File: config.mk
export PLATFORM = sky130hd
export DESIGN_NAME = inst_fetch_unit_flat
export DESIGN_NICKNAME = d
export VERILOG_FILES = /design/src/rtl/inst_fetch_unit_if.sv /design/src/rtl/inst_fetch_unit.sv /design/src/flat_wrapper.sv
export SDC_FILE = /design/constraint.sdc
export NUM_CORES = 1
export LEC_CHECK = 0
export ABC_AREA = 1
export BUFFER_PORTS_ARGS = -buffer_cell sky130_fd_sc_hd__buf_2
export CAP_MARGIN = 20
export CORE_ASPECT_RATIO = 1.4
export CORE_MARGIN = 10
export CORE_UTILIZATION = 45
export CTS_CLUSTER_DIAMETER = 60
export DETAILED_ROUTE_END_ITERATION = 6
export PLACE_DENSITY = 0.76
export REMOVE_ABC_BUFFERS = 1
export SETUP_SLACK_MARGIN = 0.1
export SYNTH_ARGS = -nofsm -noshare
export SYNTH_HDL_FRONTEND = slang
export SYNTH_SLANG_ARGS = --single-unit
export TNS_END_PERCENT = 20
File: constraint.sdc
create_clock -name clk -period 1.5 [get_ports clk]
set_input_delay 0.15 -clock clk [delete_from_list [all_inputs] [get_ports clk]]
set_output_delay 0.15 -clock clk [all_outputs]
set_load 0.01 [all_outputs]
File: src/rtl/inst_fetch_unit_if.sv
// Instruction-fetch bus bundle: redirect/stall controls, ROM-style memory port and IF/ID outputs.
// master: the fetch unit (drives rom_* requests and id_*; samples controls and rom_read_data).
// slave : the surrounding pipeline/memory (drives controls and rom_read_data; samples the rest).
interface inst_fetch_unit_if #(
    parameter int ADDR_WIDTH = 32,
    parameter int DATA_WIDTH = 32
);
    // pipeline control
    logic                  stall;
    logic                  flush;
    logic [ADDR_WIDTH-1:0] flush_pc;
    logic                  branch_flag;
    logic [ADDR_WIDTH-1:0] branch_addr;
    // instruction memory port (read data is combinational on rom_addr)
    logic                  rom_en;
    logic [3:0]            rom_write_en;
    logic [ADDR_WIDTH-1:0] rom_addr;
    logic [DATA_WIDTH-1:0] rom_write_data;
    logic [DATA_WIDTH-1:0] rom_read_data;
    // IF/ID pipeline register
    logic [ADDR_WIDTH-1:0] id_pc;
    logic [DATA_WIDTH-1:0] id_inst;
    logic                  id_valid;
    logic                  id_adel;

    modport master (
        input  stall, flush, flush_pc, branch_flag, branch_addr, rom_read_data,
        output rom_en, rom_write_en, rom_addr, rom_write_data,
        output id_pc, id_inst, id_valid, id_adel
    );

    modport slave (
        output stall, flush, flush_pc, branch_flag, branch_addr, rom_read_data,
        input  rom_en, rom_write_en, rom_addr, rom_write_data,
        input  id_pc, id_inst, id_valid, id_adel
    );
endinterface

File: src/rtl/inst_fetch_unit.sv
// Instruction fetch stage: owns the PC, drives a zero-latency ROM port and fills the IF/ID register.
// Ports: clk, rst (sync, active-high), bus (inst_fetch_unit_if.master: controls in, rom_* out, id_* out).
// Fetch commits in the same cycle as the address; stall freezes PC and IF/ID, a branch seen
// during a stall is remembered and applied after the delay slot commits.
module inst_fetch_unit #(
    parameter int                    ADDR_WIDTH = 32,
    parameter int                    DATA_WIDTH = 32,
    parameter logic [ADDR_WIDTH-1:0] INIT_PC    = 32'hbfc00000
) (
    input  logic                clk,
    input  logic                rst,
    inst_fetch_unit_if.master   bus
);

    typedef enum logic [1:0] {
        BOOT  = 2'd0,
        RUN   = 2'd1,
        STALL = 2'd2
    } state_t;

    state_t                state;
    logic [ADDR_WIDTH-1:0] pc;
    logic                  br_pend;
    logic [ADDR_WIDTH-1:0] br_target;

    logic [ADDR_WIDTH-1:0] id_pc;
    logic [DATA_WIDTH-1:0] id_inst;
    logic                  id_valid;
    logic                  id_adel;

    logic                  aligned;
    logic [DATA_WIDTH-1:0] fetch_word;
    logic [ADDR_WIDTH-1:0] next_pc;

    assign aligned    = (pc[1:0] == 2'b00);
    // A misaligned fetch never reaches memory, so its instruction slot is zeroed.
    assign fetch_word = aligned ? bus.rom_read_data : '0;

    // Redirect priority: exception flush, then a branch remembered across a stall,
    // then a branch resolved this cycle, then sequential (wraps modulo 2^ADDR_WIDTH).
    always_comb begin
        next_pc = pc + ADDR_WIDTH'(4);
        if (bus.flush) begin
            next_pc = bus.flush_pc;
        end else if (br_pend) begin
            next_pc = br_target;
        end else if (bus.branch_flag) begin
            next_pc = bus.branch_addr;
        end
    end

    assign bus.rom_en         = (state == RUN) && !bus.stall && aligned;
    assign bus.rom_addr       = pc;
    assign bus.rom_write_en   = 4'b0000;
    assign bus.rom_write_data = '0;

    assign bus.id_pc    = id_pc;
    assign bus.id_inst  = id_inst;
    assign bus.id_valid = id_valid;
    assign bus.id_adel  = id_adel;

    always_ff @(posedge clk) begin
        if (rst) begin
            state     <= BOOT;
            pc        <= INIT_PC;
            br_pend   <= 1'b0;
            br_target <= '0;
            id_pc     <= '0;
            id_inst   <= '0;
            id_valid  <= 1'b0;
            id_adel   <= 1'b0;
        end else if (state == BOOT) begin
            // One idle cycle after reset; a flush here only moves the start address.
            if (bus.flush) begin
                pc <= bus.flush_pc;
            end else if (bus.stall && bus.branch_flag) begin
                br_pend   <= 1'b1;
                br_target <= bus.branch_addr;
            end
            state <= bus.stall ? STALL : RUN;
        end else if (bus.flush) begin
            // Redirect wins over stall and branch; the IF/ID slot becomes a bubble
            // but id_pc keeps the last committed PC.
            pc       <= bus.flush_pc;
            br_pend  <= 1'b0;
            id_valid <= 1'b0;
            id_inst  <= '0;
            id_adel  <= 1'b0;
            state    <= bus.stall ? STALL : RUN;
        end else if (bus.stall || state == STALL) begin
            // No fetch while stalled, nor in the cycle the stall releases (STALL
            // returns to RUN first). A branch arriving now is held until the delay
            // slot at pc has committed; a later branch overwrites the target.
            if (bus.branch_flag) begin
                br_pend   <= 1'b1;
                br_target <= bus.branch_addr;
            end
            state <= bus.stall ? STALL : RUN;
        end else begin
            // RUN, not stalled: commit the instruction at pc.
            id_pc    <= pc;
            id_inst  <= fetch_word;
            id_adel  <= !aligned;
            id_valid <= 1'b1;
            pc       <= next_pc;
            br_pend  <= 1'b0;
            state    <= RUN;
        end
    end

endmodule

File: src/flat_wrapper.sv
// flat-port wrapper written by rule: the top's interface ports become plain ports
module inst_fetch_unit_flat 
#(
    parameter int                    ADDR_WIDTH = 32,
    parameter int                    DATA_WIDTH = 32,
    parameter logic [ADDR_WIDTH-1:0] INIT_PC    = 32'hbfc00000
)
  (clk, rst, bus_stall, bus_flush, bus_flush_pc, bus_branch_flag, bus_branch_addr, bus_rom_read_data, bus_rom_en, bus_rom_write_en, bus_rom_addr, bus_rom_write_data, bus_id_pc, bus_id_inst, bus_id_valid, bus_id_adel);
  inst_fetch_unit_if #(.ADDR_WIDTH(ADDR_WIDTH), .DATA_WIDTH(DATA_WIDTH)) bus_i ();
  input  logic clk;
  input  logic rst;
  input wire logic [$bits(bus_i.stall)-1:0] bus_stall;
  input wire logic [$bits(bus_i.flush)-1:0] bus_flush;
  input wire logic [$bits(bus_i.flush_pc)-1:0] bus_flush_pc;
  input wire logic [$bits(bus_i.branch_flag)-1:0] bus_branch_flag;
  input wire logic [$bits(bus_i.branch_addr)-1:0] bus_branch_addr;
  input wire logic [$bits(bus_i.rom_read_data)-1:0] bus_rom_read_data;
  output wire logic [$bits(bus_i.rom_en)-1:0] bus_rom_en;
  output wire logic [$bits(bus_i.rom_write_en)-1:0] bus_rom_write_en;
  output wire logic [$bits(bus_i.rom_addr)-1:0] bus_rom_addr;
  output wire logic [$bits(bus_i.rom_write_data)-1:0] bus_rom_write_data;
  output wire logic [$bits(bus_i.id_pc)-1:0] bus_id_pc;
  output wire logic [$bits(bus_i.id_inst)-1:0] bus_id_inst;
  output wire logic [$bits(bus_i.id_valid)-1:0] bus_id_valid;
  output wire logic [$bits(bus_i.id_adel)-1:0] bus_id_adel;
  assign bus_i.stall = bus_stall;
  assign bus_i.flush = bus_flush;
  assign bus_i.flush_pc = bus_flush_pc;
  assign bus_i.branch_flag = bus_branch_flag;
  assign bus_i.branch_addr = bus_branch_addr;
  assign bus_i.rom_read_data = bus_rom_read_data;
  assign bus_rom_en = bus_i.rom_en;
  assign bus_rom_write_en = bus_i.rom_write_en;
  assign bus_rom_addr = bus_i.rom_addr;
  assign bus_rom_write_data = bus_i.rom_write_data;
  assign bus_id_pc = bus_i.id_pc;
  assign bus_id_inst = bus_i.id_inst;
  assign bus_id_valid = bus_i.id_valid;
  assign bus_id_adel = bus_i.id_adel;
  inst_fetch_unit #(.ADDR_WIDTH(ADDR_WIDTH), .DATA_WIDTH(DATA_WIDTH), .INIT_PC(INIT_PC)) u_core (.clk(clk), .rst(rst), .bus(bus_i));
endmodule
# Word-level counts from Yosys, hierarchy flattened
# Cells that the tools add are included.
# word_totals
reg_bits	133
out_inout_bits	135
wordCells	63
# op_classes
n_addsub	1
eq_ne	7
mux	29
n_bitwise	3
reduce_logical	15
# op_table
operator	count
two-way mux 32 bit	15
adder 32 x 3 -> 32 bit (second input constant)	1
two-way mux 1 bit	10
two-way mux 2 bit	4
!= test 2 bit (second input constant)	4
AND reduction 3 bit	2
logical NOT 2 bit	2
!= test 4 x 3 -> 1 bit (second input constant)	1
AND reduction 2 bit	2
AND reduction 4 bit	1
nonzero test 2 bit	2
logical AND 1 bit	3
inverter 1 bit	3
== test 2 x 1 -> 1 bit (second input constant)	1
== test 2 bit (second input constant)	1
logical NOT 1 bit	2
logical OR 1 bit	1

# Longest topological paths before layout
# logic_depth
ltp_word	6
mapped_depth	14
ltp_nobuf	14

# Worst setup path before layout
# OpenSTA, ideal clock, no wires.
# synth_path
path_kind	register -> register
from	register u_core.pc[2] (netlist: u_core.bus.rom_addr[2])
to	register u_core.pc[22] (netlist: u_core.bus.rom_addr[22])
setup_time_ns	0.112
arrival_time_ns	1.586
required_time_ns	1.388
path_slack_ns	-0.198
path_stages_with_launch	13
n_path_buf	0
path_cell_list	dfxtp_1 -> ha_1 -> nand3_1 -> inv_1 -> nand2_1 -> nor2_1 -> nand2_1 -> xor2_1 -> nand2_1 -> nand2_1 -> nand2_1 -> nand2_1 -> nand2_1
# synth_via
elab_chain_cells	6
# synth_rtl
item	line	source
start: declaration	inst_fetch_unit.sv:22	logic [ADDR_WIDTH-1:0] pc;
start signal: assignment	inst_fetch_unit.sv:75	pc <= bus.flush_pc;
start signal: assignment	inst_fetch_unit.sv:84	pc <= bus.flush_pc;
start signal: assignment	inst_fetch_unit.sv:105	pc <= next_pc;
adder 32 x 3 -> 32 bit	inst_fetch_unit.sv:42	next_pc = pc + ADDR_WIDTH'(4);
two-way mux 32 bit	inst_fetch_unit.sv:47	end else if (bus.branch_flag) begin
two-way mux 32 bit	inst_fetch_unit.sv:45	end else if (br_pend) begin
two-way mux 32 bit	inst_fetch_unit.sv:90	end else if (bus.stall || state == STALL) begin
two-way mux 32 bit	inst_fetch_unit.sv:81	end else if (bus.flush) begin
two-way mux 32 bit	inst_fetch_unit.sv:72	end else if (state == BOOT) begin
# Every way passes these cells. The select of a mux whose other input is x is not followed.
# A chain may end at the register's enable or synchronous reset.

# Worst setup path after layout
# layout_path
from	register u_core.pc[3] (netlist: u_core.bus.rom_addr[3])
to	register u_core.pc[10] (netlist: u_core.bus.rom_addr[10])
# The elaborated chain is that of the path after synthesis.

==> out/qor.txt <==
Routed wire length = 27500 um
DRC = 0
Final setup fails = 5
CTS Sinks = 133
PD cells = 1020 mW/mm^2
Final Hold Viols = 1
Layout net count = 1376
GR Overflow Total = 0
Async SR Flop Fraction = 0
Synth Flop Type = dfxtp_1
Post-synth top area share = 0.404
Wirelength per Cell = 18.6 um
Avg Synthesized Cell Area = 6.70 sq um
Final min period = 1.54 ns
Initial Utilization = 0.457
Max Cap Viol = 0
Critical Path RT = 1.82 ns
Largest net degree at the start of global routing = 67
RePlAce Congestion = 0.953
Worst vdd ir = 667 uV
Num CTS Buffers = 17
Worst-path clk slew = 0.07 ns
Cells after Synth = 984
Final WS setup = -0.0383 ns
CORE AREA = 0.0144 sq mm
Worst-case clock skew = 0.0114 ns
Total track usage = 0.242
#FFs+latches synth = 133
RR Endpoint = u_core.bus.rom_addr[10]
Kind of critical path = reg2reg
Netlist Area Pre-Place = 0.00660 sq mm
First-pass DRT Iterations = 5
I/O Buffers = 199
Tcrit/Tclk final = 1.03
Leak Pwr = 4.93 nW
R2R depth = 9
Crit path to = u_core.bus.rom_addr[10]
Initial antenna violation count = 1
DR iter-0 viols = 785
Critical R2R Launch = u_core.bus.rom_addr[3]
Site Rows = 52
RSZ-0062 raised after global routing = true
Total number of vias = 7953
Layout cells sized above 1 = 0.397
Most area-hungry cell type in the Yosys netlist = dfxtp_1
Dpl hpwl = 17100 um
CP arrival = 1.86 ns
Place WS = -0.169 ns
Top cells by count, synth = nand2_1, dfxtp_1, a21oi_1, nor2_1, o21ai_0
Die Y = 163 um
Fin Hold WS = -0.00553 ns
Clk buf depth = 2
Tot Pwr = 0.0106 W
Sequential fraction of the synthesis area = 0.404
CP startpoint = u_core.bus.rom_addr[3]
EDFF count, synth = 0
Vias/cell = 5.38
Status = finished, violations left
TritonCTS clock tree = built
CP Capture Type = flop
Critical-path maximum fanout = 4
Vias in the first global route = 7520
CTS H-Tree Depth = 4
Violated checks = negative hold slack, negative setup slack
Worst hold path class = in2reg
Antenna Nets Post-Route = 0
Area growth syn-to-layout = 56.9%
Most common cell in the netlist = nand2_1
Die width = 122 um
Startpoint types = flop
Root buf cell = clkbuf_16
Final max-slew violation count = 0
Die area = 0.0200 sq mm
YS warnings = 0
R2R Setup Slk = -0.04 ns
Synth area leaders = dfxtp_1, nand2_1, a21oi_1, o21ai_0, nor2_1
Max frequency = 650 MHz
Netlist cell types = 36
First-pass GRT wire length = 38800 um
Io pins = 236
Clock latency on the worst-skew pair = 0.42 ns
[critical path, cell delays in order, from the launching register on]
cell and delay (ns):
dfxtp_4 0.37, ha_4 0.16, nand3_4 0.10, inv_4 0.08, nand2_4 0.07, buf_6 0.12, xor2_1 0.13, o21ai_1 0.12
o21ai_1 0.07, a21oi_1 0.22
[metal layers]
metal,vias to the layer above,part of all wire,track usage
li1,3751,-,-
met1,3674,0.35,0.254
met2,444,0.50,0.416
met3,84,0.11,0.0923
met4,0,0.045,0.114
met5,-,0,0
[logic make-up after synthesis]
family                     share of synthesized area
and+or+nand+nor                                0.263
AOI/OAI and AO/OA                              0.200
buffers and inverters                          0.117
DFF                                            0.404
xor gates and xnor gates                      0.0146
adders and majority gates                    0.00190
other                                       0.000569
[how the worst min path moves through the flow]
stage                                startpoint                     end  cells after the start
final                     bus_rom_read_data[24]  u_core.bus.id_inst[24]                      3
after CTS                   bus_branch_addr[20]    u_core.br_target[20]                      3
after global routing      bus_rom_read_data[24]  u_core.bus.id_inst[24]                      3
after floorplan                             rst         u_core.state[0]                      1
after detailed placement              bus_stall         u_core.state[0]                      2
after global placement                bus_stall         u_core.state[0]                      2
[sequential cells by signal (all words and copies together) (netlist names)]
signal               cells
u_core.bus.id_pc        32
u_core.state             2
u_core.bus.id_inst      32
u_core.bus.rom_addr     32
u_core.br_target        32
u_core.br_pend           1
u_core.bus.id_valid      1
u_core.bus.id_adel       1
[what timing repair did]
action | in CTS | in global routing
hold buffers | 43 | 0
gates resized for setup | 105 | 186
setup buffers | 10 | 4
pin swaps | 25 | 75
gates cloned | 2 | 5
hold endpoints to repair | 43 | 0
setup endpoints to repair | 93 | 130
[final cells by class]
class | instances | area, sq um
Antenna cell | 1 | 2.50
Clock buffer | 20 | 467
Clock inverter | 12 | 176
Fill cell | 1084 | 4100
Inverter | 66 | 284
Multi-Input combinational cell | 724 | 4050
Sequential cell | 133 | 2720
Tap cell | 189 | 236
Timing Repair Buffer | 332 | 2410
[where the power goes]
part / switching (W) / total [W] / internal [W]
registers: 0.000181 / 0.00394 / 0.00376
clock network: 0.00166 / 0.00457 / 0.00291
logic: 0.00121 / 0.00209 / 0.000872
[layout by cell type (no fill, tap or decap), drive strengths merged]
cell type and count:
or2 2, nand4 1, a21oi 124, clkbuf 25
clkinvlp 2, dfxtp 133, nand3b 4, dlygate4sd3 43
bufinv 4, nor2 123, nor3 1, o21bai 2
nand2 199, a221oi 2, xor2 4, ha 1
o31ai 1, o211ai 3, xnor2 7, and3 1
o21ai 120, nand3 88, o221ai 1, conb 36
buf 284, diode 1, o22ai 2, clkinv 9
nor4 1, a211oi 1, inv 63
[stage by stage]
step / utilization / setup TNS [ns] / instance area, sq um / std cells
after floorplan: - / -108.47 / 6210 / 923
after global placement: 0.561 / -0.558 / 8100 / 1382
after detailed placement: 0.561 / -1.11 / 8100 / 1382
after CTS: 0.665 / 0 / 9610 / 1469
after global routing: 0.716 / -2.65 / 10300 / 1476
final: 0.716 / -0.103 / 10300 / 1477
(Power assumes the default switching activity.)
